File: src/rtl/reg_cmd_ctrl.sv
// Register-file command initiator: decodes UART write/read frames into register
// strobes and returns read data as a single TX byte.
`timescale 1ns/1ps
module reg_cmd_ctrl #(
    parameter int unsigned      width      = 8,
    parameter int unsigned      ADDR_W     = 4,
    parameter logic [width-1:0] WR_CMD     = 8'hAA,
    parameter logic [width-1:0] RD_CMD     = 8'hBB,
    parameter int unsigned      RD_TIMEOUT = 4
) (
    input  logic              CLK,
    input  logic              RST,
    input  logic [width-1:0]  RX_P_DATA,
    input  logic              RX_D_VLD,
    input  logic [width-1:0]  RdData,
    input  logic              RdData_Valid,
    input  logic              TX_Busy,
    output logic              WrEn,
    output logic              RdEn,
    output logic [ADDR_W-1:0] Address,
    output logic [width-1:0]  WrData,
    output logic [width-1:0]  TX_P_DATA,
    output logic              TX_D_VLD,
    output logic              Ctrl_Busy,
    output logic              Cmd_Err,
    output logic              Rx_Overrun
);

    localparam int unsigned CNT_W = (RD_TIMEOUT > 1) ? $clog2(RD_TIMEOUT) : 1;
    localparam logic [CNT_W-1:0] CNT_LAST = CNT_W'(RD_TIMEOUT - 1);

    typedef enum logic [2:0] {
        S_IDLE,
        S_WR_ADDR,
        S_WR_DATA,
        S_RD_ADDR,
        S_RD_REQ,
        S_RD_WAIT,
        S_TX_SEND
    } state_t;

    state_t            state_q, state_d;
    logic              wr_en_q, wr_en_d;
    logic              rd_en_q, rd_en_d;
    logic [ADDR_W-1:0] addr_q, addr_d;
    logic [width-1:0]  wr_data_q, wr_data_d;
    logic [width-1:0]  tx_data_q, tx_data_d;
    logic              tx_vld_q, tx_vld_d;
    logic              busy_q, busy_d;
    logic              cmd_err_q, cmd_err_d;
    logic              rx_ovr_q, rx_ovr_d;
    logic [CNT_W-1:0]  cnt_q, cnt_d;

    logic              in_busy_state;
    logic              addr_ok;

    always_comb begin
        state_d   = state_q;
        wr_en_d   = 1'b0;
        rd_en_d   = 1'b0;
        addr_d    = addr_q;
        wr_data_d = wr_data_q;
        tx_data_d = tx_data_q;
        tx_vld_d  = tx_vld_q;
        cmd_err_d = 1'b0;
        rx_ovr_d  = 1'b0;
        cnt_d     = cnt_q;

        in_busy_state = state_q inside {S_RD_REQ, S_RD_WAIT, S_TX_SEND};
        addr_ok       = (RX_P_DATA[width-1:ADDR_W] == '0);

        // Bytes arriving while a read is in flight are dropped, never queued.
        if (RX_D_VLD && in_busy_state) begin
            rx_ovr_d = 1'b1;
        end

        case (state_q)
            S_IDLE: begin
                if (RX_D_VLD) begin
                    if (RX_P_DATA == WR_CMD) begin
                        state_d = S_WR_ADDR;
                    end else if (RX_P_DATA == RD_CMD) begin
                        state_d = S_RD_ADDR;
                    end else begin
                        cmd_err_d = 1'b1;
                    end
                end
            end
            S_WR_ADDR: begin
                if (RX_D_VLD) begin
                    if (!addr_ok) begin
                        cmd_err_d = 1'b1;
                        state_d   = S_IDLE;
                    end else begin
                        addr_d  = RX_P_DATA[ADDR_W-1:0];
                        state_d = S_WR_DATA;
                    end
                end
            end
            S_WR_DATA: begin
                if (RX_D_VLD) begin
                    wr_data_d = RX_P_DATA;
                    wr_en_d   = 1'b1;
                    state_d   = S_IDLE;
                end
            end
            S_RD_ADDR: begin
                if (RX_D_VLD) begin
                    if (!addr_ok) begin
                        cmd_err_d = 1'b1;
                        state_d   = S_IDLE;
                    end else begin
                        addr_d  = RX_P_DATA[ADDR_W-1:0];
                        rd_en_d = 1'b1;
                        state_d = S_RD_REQ;
                    end
                end
            end
            S_RD_REQ: begin
                cnt_d   = '0;
                state_d = S_RD_WAIT;
            end
            S_RD_WAIT: begin
                if (RdData_Valid) begin
                    tx_data_d = RdData;
                    tx_vld_d  = 1'b1;
                    cnt_d     = '0;
                    state_d   = S_TX_SEND;
                end else if (cnt_q == CNT_LAST) begin
                    cmd_err_d = 1'b1;
                    cnt_d     = '0;
                    state_d   = S_IDLE;
                end else begin
                    cnt_d = cnt_q + 1'b1;
                end
            end
            S_TX_SEND: begin
                if (tx_vld_q && !TX_Busy) begin
                    tx_vld_d = 1'b0;
                    state_d  = S_IDLE;
                end
            end
            default: begin
                state_d = S_IDLE;
            end
        endcase

        // Registered from the next state so Ctrl_Busy lines up with the state it describes.
        busy_d = state_d inside {S_RD_REQ, S_RD_WAIT, S_TX_SEND};
    end

    always_ff @(posedge CLK) begin
        if (RST) begin
            state_q   <= S_IDLE;
            wr_en_q   <= 1'b0;
            rd_en_q   <= 1'b0;
            addr_q    <= '0;
            wr_data_q <= '0;
            tx_data_q <= '0;
            tx_vld_q  <= 1'b0;
            busy_q    <= 1'b0;
            cmd_err_q <= 1'b0;
            rx_ovr_q  <= 1'b0;
            cnt_q     <= '0;
        end else begin
            state_q   <= state_d;
            wr_en_q   <= wr_en_d;
            rd_en_q   <= rd_en_d;
            addr_q    <= addr_d;
            wr_data_q <= wr_data_d;
            tx_data_q <= tx_data_d;
            tx_vld_q  <= tx_vld_d;
            busy_q    <= busy_d;
            cmd_err_q <= cmd_err_d;
            rx_ovr_q  <= rx_ovr_d;
            cnt_q     <= cnt_d;
        end
    end

    assign WrEn       = wr_en_q;
    assign RdEn       = rd_en_q;
    assign Address    = addr_q;
    assign WrData     = wr_data_q;
    assign TX_P_DATA  = tx_data_q;
    assign TX_D_VLD   = tx_vld_q;
    assign Ctrl_Busy  = busy_q;
    assign Cmd_Err    = cmd_err_q;
    assign Rx_Overrun = rx_ovr_q;

endmodule

File: config.mk
export PLATFORM = sky130hd
export DESIGN_NAME = reg_cmd_ctrl
export DESIGN_NICKNAME = d
export VERILOG_FILES = /design/src/rtl/reg_cmd_ctrl.sv
export SDC_FILE = /design/constraint.sdc
export NUM_CORES = 1
export LEC_CHECK = 0
export BUFFER_PORTS_ARGS = -buffer_cell sky130_fd_sc_hd__buf_2
export CORE_UTILIZATION = 30
export DETAILED_ROUTE_END_ITERATION = 16
export HOLD_SLACK_MARGIN = 0.02
export SYNTH_ARGS = -nofsm -noshare
export SYNTH_HDL_FRONTEND = slang
export SYNTH_SLANG_ARGS = --single-unit
File: constraint.sdc
create_clock -name CLK -period 2.4 [get_ports CLK]
set_clock_uncertainty 0.1 [all_clocks]
set_input_delay 0.48 -clock CLK [delete_from_list [all_inputs] [get_ports CLK]]
set_output_delay 0.48 -clock CLK [all_outputs]
set_load 0.01 [all_outputs]
# Yosys cells after proc, flatten, opt, wreduce, memory -nomap -nowiden
# Index checks and enable logic that the tools add are counted.
dict set report op_classes {
  reduce_logical 16
  muxes 29
  bitwise_logic 3
  add_sub_neg 1
  n_eq_ne 14
}
# cell count
set ops {}
lappend ops {{$mux 3} 10}
lappend ops {{$pmux 3 s7} 1}
lappend ops {{$eq 3x3->1 const B} 6}
lappend ops {{$eq 8x8->1 const B} 2}
lappend ops {{$mux 1} 12}
lappend ops {{$eq 3x2->1 const B} 2}
lappend ops {{$mux 2} 3}
lappend ops {{$reduce_and 3->1} 2}
lappend ops {{$reduce_bool 3->1} 2}
lappend ops {{$logic_not 4->1} 1}
lappend ops {{$pmux 2 s2} 1}
lappend ops {{$reduce_and 2->1} 2}
lappend ops {{$reduce_bool 2->1} 2}
lappend ops {{$reduce_or 2->1} 2}
lappend ops {{$eq 3x1->1 const B} 1}
lappend ops {{$logic_not 3->1} 1}
lappend ops {{$not 1->1} 3}
lappend ops {{$pmux 1 s3} 1}
lappend ops {{$reduce_or 3->1} 1}
lappend ops {{$add 2x1->2 const B} 1}
lappend ops {{$eq 2x2->1 const B} 1}
lappend ops {{$logic_and 1x1->1} 2}
lappend ops {{$ne 2x1->1 const B} 1}
lappend ops {{$ne 2x2->1 const B} 1}
lappend ops {{2 further kinds} 2}
dict set report word_totals {
  output_inout_bits 26
  input_bits 21
  reg_bits 31
  word_cells 74
}

# Logic depth before layout (Yosys ltp)
dict set report logic_depth {
  ltp_word 7
  ltp_mapped 7
  mapped_depth_nobuf 5
}

# Least setup slack after synthesis
# OpenSTA, ideal clock, no wires.
dict set report synth_path {
  path_kind {input -> register}
  start {in RX_P_DATA[4]}
  end {reg state_q[1]}
  cell_stages 4
  setup_ns 0.062
  path_buffers 0
  required_ns 2.238
  arrival_time_ns 1.750
  setup_slack_ns 0.488
  path_cell_list {or4_4 or3_1 or3b_1 nand3_1}
}
dict set report synth_between {
  elab_chain_len 5
  word_cells_on_any_way 9
  classes_between {eq/ne: 2; mux: 6; reduce/logical: 1}
}
# element line_no
set synth_lines {}
lappend synth_lines {{start, declared} 13} ;# input logic [width-1:0] RX_P_DATA,
lappend synth_lines {{$eq 8x8->1} 82} ;# end else if (RX_P_DATA == RD_CMD) begin
lappend synth_lines {{$mux 3} 82}
lappend synth_lines {{$mux 3} 80} ;# if (RX_P_DATA == WR_CMD) begin
lappend synth_lines {{$mux 3} 79} ;# if (RX_D_VLD) begin
lappend synth_lines {{$pmux 3 s7 (*)} 77} ;# case (state_q)
lappend synth_lines {{end signal, assigned} 166} ;# state_q <= state_d;
lappend synth_lines {{end, declared} 42} ;# state_t state_q, state_d;
# Mark *: on every way between the ends. The rest lies on a longest branch, timed or not.
# A chain may end at the register's enable or synchronous reset.

# Final worst setup path
# Same ends and word-level chain as after synthesis.

==> metrics.md <==
| Metric | Value |
|---|---|
| Global placer's final weighted congestion | `0.789` |
| WP buf/inv | `1` |
| Crit Path Max Fanout | `4` |
| Worst-case hold slack | `0.329 ns` |
| TritonCTS buffer count | `5` |
| Area Overhead vs Synth | `29.1%` |
| Die height | `66.8 µm` |
| Max-slew headroom | `58.6%` |
| Drt via density | `4.81` |
| Mapped Nets | `171` |
| GRT Residual Overflow | `0` |
| DRC violations left | `0` |
| Initial drt markers | `41` |
| # setup viols final | `0` |
| Post-CTS resize count | `0` |
| Std cell rows | `23` |
| Synthesized area per cell | `8.46 µm²` |
| Max Slew Vio Count | `0` |
| Crit path capture | `state_q[1]` |
| Worst ir drop on vdd | `0.320 mV` |
| Crit share post-route | `74.3%` |
| GRT Util Overall | `13.9%` |
| Largest net degree at the start of global routing | `33` |
| # H-tree levels | `2` |
| Arrival time at the worst endpoint | `1.91 ns` |
| Worst Path Required | `2.52 ns` |
| Critical Setup Path Class | `in -> reg` |
| Final WL | `2890 µm` |
| FF-to-FF Start | `state_q[1]` |
| Core area | `4030 µm²` |
| R2r setup slk | `0.68 ns` |
| Cells after Synth | `149` |
| First-pass DRT Iterations | `4` |
| Setup crit start | `RX_P_DATA[4]` |
| Critical path depth in cells | `5` |
| Post-detailed-route count of antenna-violating nets | `0` |
| Die Wd | `66.8 µm` |
| Clock latency on the worst-skew pair | `0.28 ns` |
| RR Endpoint | `WrData[2]` |
| Yosys warnings | `0` |
| Max Cap Viol | `0` |
| Final Hold Viols | `0` |
| Placed Instances | `237` |
| CTS clk-pin slew, worst paths | `0.07 ns` |
| Post-CTS Setup Bufs | `0` |
| Vias in the first global route | `953` |
| Hold-fix buffers at CTS | `0` |
| Yosys reg bits | `31` |
| Slowest library cell on the worst path | `or4_4` |
| Worst-Margin Slew | `0.619 ns` |
| Dominant cell type by area after synthesis | `dfxtp_1` |
| Clock sinks | `31` |
| RSZ-0062 raised after global routing | `false` |
| Hold WC Path Type | `in -> reg` |
| Number of I/O port buffers | `46` |
| Worst Setup Start Kind | `primary input` |
| Global-route wire length before repair | `4490 µm` |
| P per Cell Area | `650 nW/µm²` |
| Routed vias | `1178` |
| Max Freq | `0.561 GHz` |
| Worst setup EP type | `register` |
| Nets | `216` |
| CTS Root Cell | `clkbuf_8` |
| Critical hold path startpoint | `RdData[4]` |
| CTS tree | `done` |
| Drt wl/cell | `11.8 µm` |
| Setup TNS | `0 ns` |
| DP HPWL | `2070 µm` |
| Seq/Total Area, Yosys | `49.3%` |
| Final Critical Period | `1.78 ns` |
| Yosys top cell area share | `49.3%` |
| I/O pin count | `47` |
| Full die area | `4460 µm²` |
| Initial Utilization | `31.3%` |
| Placed Area | `1530 µm²` |
| Status | `complete, no violations` |
| Pwr Total | `1.06 mW` |
| Hold path cells | `3` |
| Layout cells sized above 1 | `31.3%` |
| Kind of cell adding the most delay to the critical path | `simple AND/OR/NAND/NOR gates` |
| # diodes | `0` |
| Leakage power | `0.677 nW` |
| R2r worst-path depth | `4` |
| Post-Syn Area | `1260 µm²` |
| Area contributors post-synth | `dfxtp_1 (49%), nand2_1 (10%), a21oi_1 (6.4%)` |
| CTS Buffer Depth | `2` |
| Layout Cells excl Fill | `245` |
| Worst path max stage delay | `0.54 ns` |
| Cells along the critical path | `buf_2 -> or4_4 -> or3_1 -> or3b_1 -> nand3_1` |
| Finished Cell Area | `1630 µm²` |
| Initial antenna violation count | `0` |
| Fillers | `447` |
| Post-synth cell types | `38` |
[tightest hold or removal path, delay by kind of cell]
kind | cells | cell delay (ns)
AOI/OAI and AO/OA | 1 | 0.05
buffers and inverters | 1 | 0.10
and+or+nand+nor | 1 | 0.04
[stage by stage]
stage | setup slack (ns) | utilization [%]
after CTS | 0.623 | 40.4
after detailed placement | 0.325 | 37.9
final | 0.617 | 40.4
after global placement | 0.335 | 37.9
after floorplan | 0.488 | -
after global routing | 0.566 | 40.4
[flip-flops by register name, summed over array words and instances (netlist names)]
name        flops
WrData          8
Rx_Overrun      1
TX_P_DATA       8
Ctrl_Busy       1
RdEn            1
cnt_q           2
TX_D_VLD        1
Address         4
Cmd_Err         1
state_q         3
WrEn            1
[synth_stat cells]
library cell	number
a211oi_1	1
a21oi_1	16
a221oi_1	1
a22oi_1	1
a31o_2	1
a31oi_1	3
and2_1	1
and3_2	1
and4b_1	1
buf_1	1
clkbuf_1	8
dfxtp_1	31
ha_1	1
inv_1	2
mux2i_1	5
nand2_1	34
nand2b_1	2
nand3_1	1
nand3b_1	3
nand4_1	1
nor2_1	14
nor2_2	1
nor2b_1	2
nor3_1	2
nor3b_1	1
nor3b_2	1
nor4b_1	2
nor4bb_1	1
o21a_1	1
o21ai_0	1
o22ai_1	1
o32ai_1	1
or2_2	1
or3_1	1
or3b_1	1
or3b_2	1
or4_4	1
xnor2_1	1
[power by group]
group          total (mW)  internal (mW)  switching, mW
registers           0.529          0.523        0.00589
clock network       0.449          0.261          0.188
logic              0.0799         0.0344         0.0455
[layout make-up]
| cell class | count | area, µm² | share of cell area, % |
|---|---|---|---|
| sequential | 31 | 621 | 38.2 |
| multi-input combinational | 107 | 598 | 36.8 |
| clock buffer | 8 | 100 | 6.15 |
| timing repair buffer | 47 | 238 | 14.6 |
| tap | 50 | 62.6 | 3.85 |
| inverter | 2 | 7.51 | 0.462 |
[layout by cell type (no fill, tap or decap), types with 3 or more instances in the layout]
master	Yosys	layout
dfxtp_1	31	31
a31oi_1	3	3
mux2i_1	5	5
nand3b_1	3	3
buf_2	0	46
clkbuf_8	0	7
nand2_1	34	34
nor2_1	14	14
a21oi_1	16	16
[metal layers]
metal	part of all wire (%)	global-route usage, %	routed length (µm)
met1	46	18.0	1340
met2	44	19.6	1260
met3	8.3	5.82	240
met4	1.9	6.38	55
met5	0	0	0
[cells by family (layout without fill, tap and decap cells)]
family | after synthesis | in the layout | share of synthesized area [%]
buf+inv | 11 | 57 | 3.28
mux | 5 | 5 | 3.97
xor+xnor | 1 | 1 | 0.695
simple gates | 73 | 73 | 29.2
compound gates | 27 | 27 | 12.6
fa+ha+maj | 1 | 1 | 0.993
flops | 31 | 31 | 49.3
[how the worst min path moves through the flow]
stage,slack [ns],endpoint
global placement,0.34,TX_P_DATA[4]
CTS,0.31,TX_P_DATA[4]
detailed placement,0.34,TX_P_DATA[4]
global route,0.33,TX_P_DATA[1]
finish,0.33,TX_P_DATA[4]
floorplan,0.38,TX_P_DATA[0]
Power figures use the tool's default switching activity.
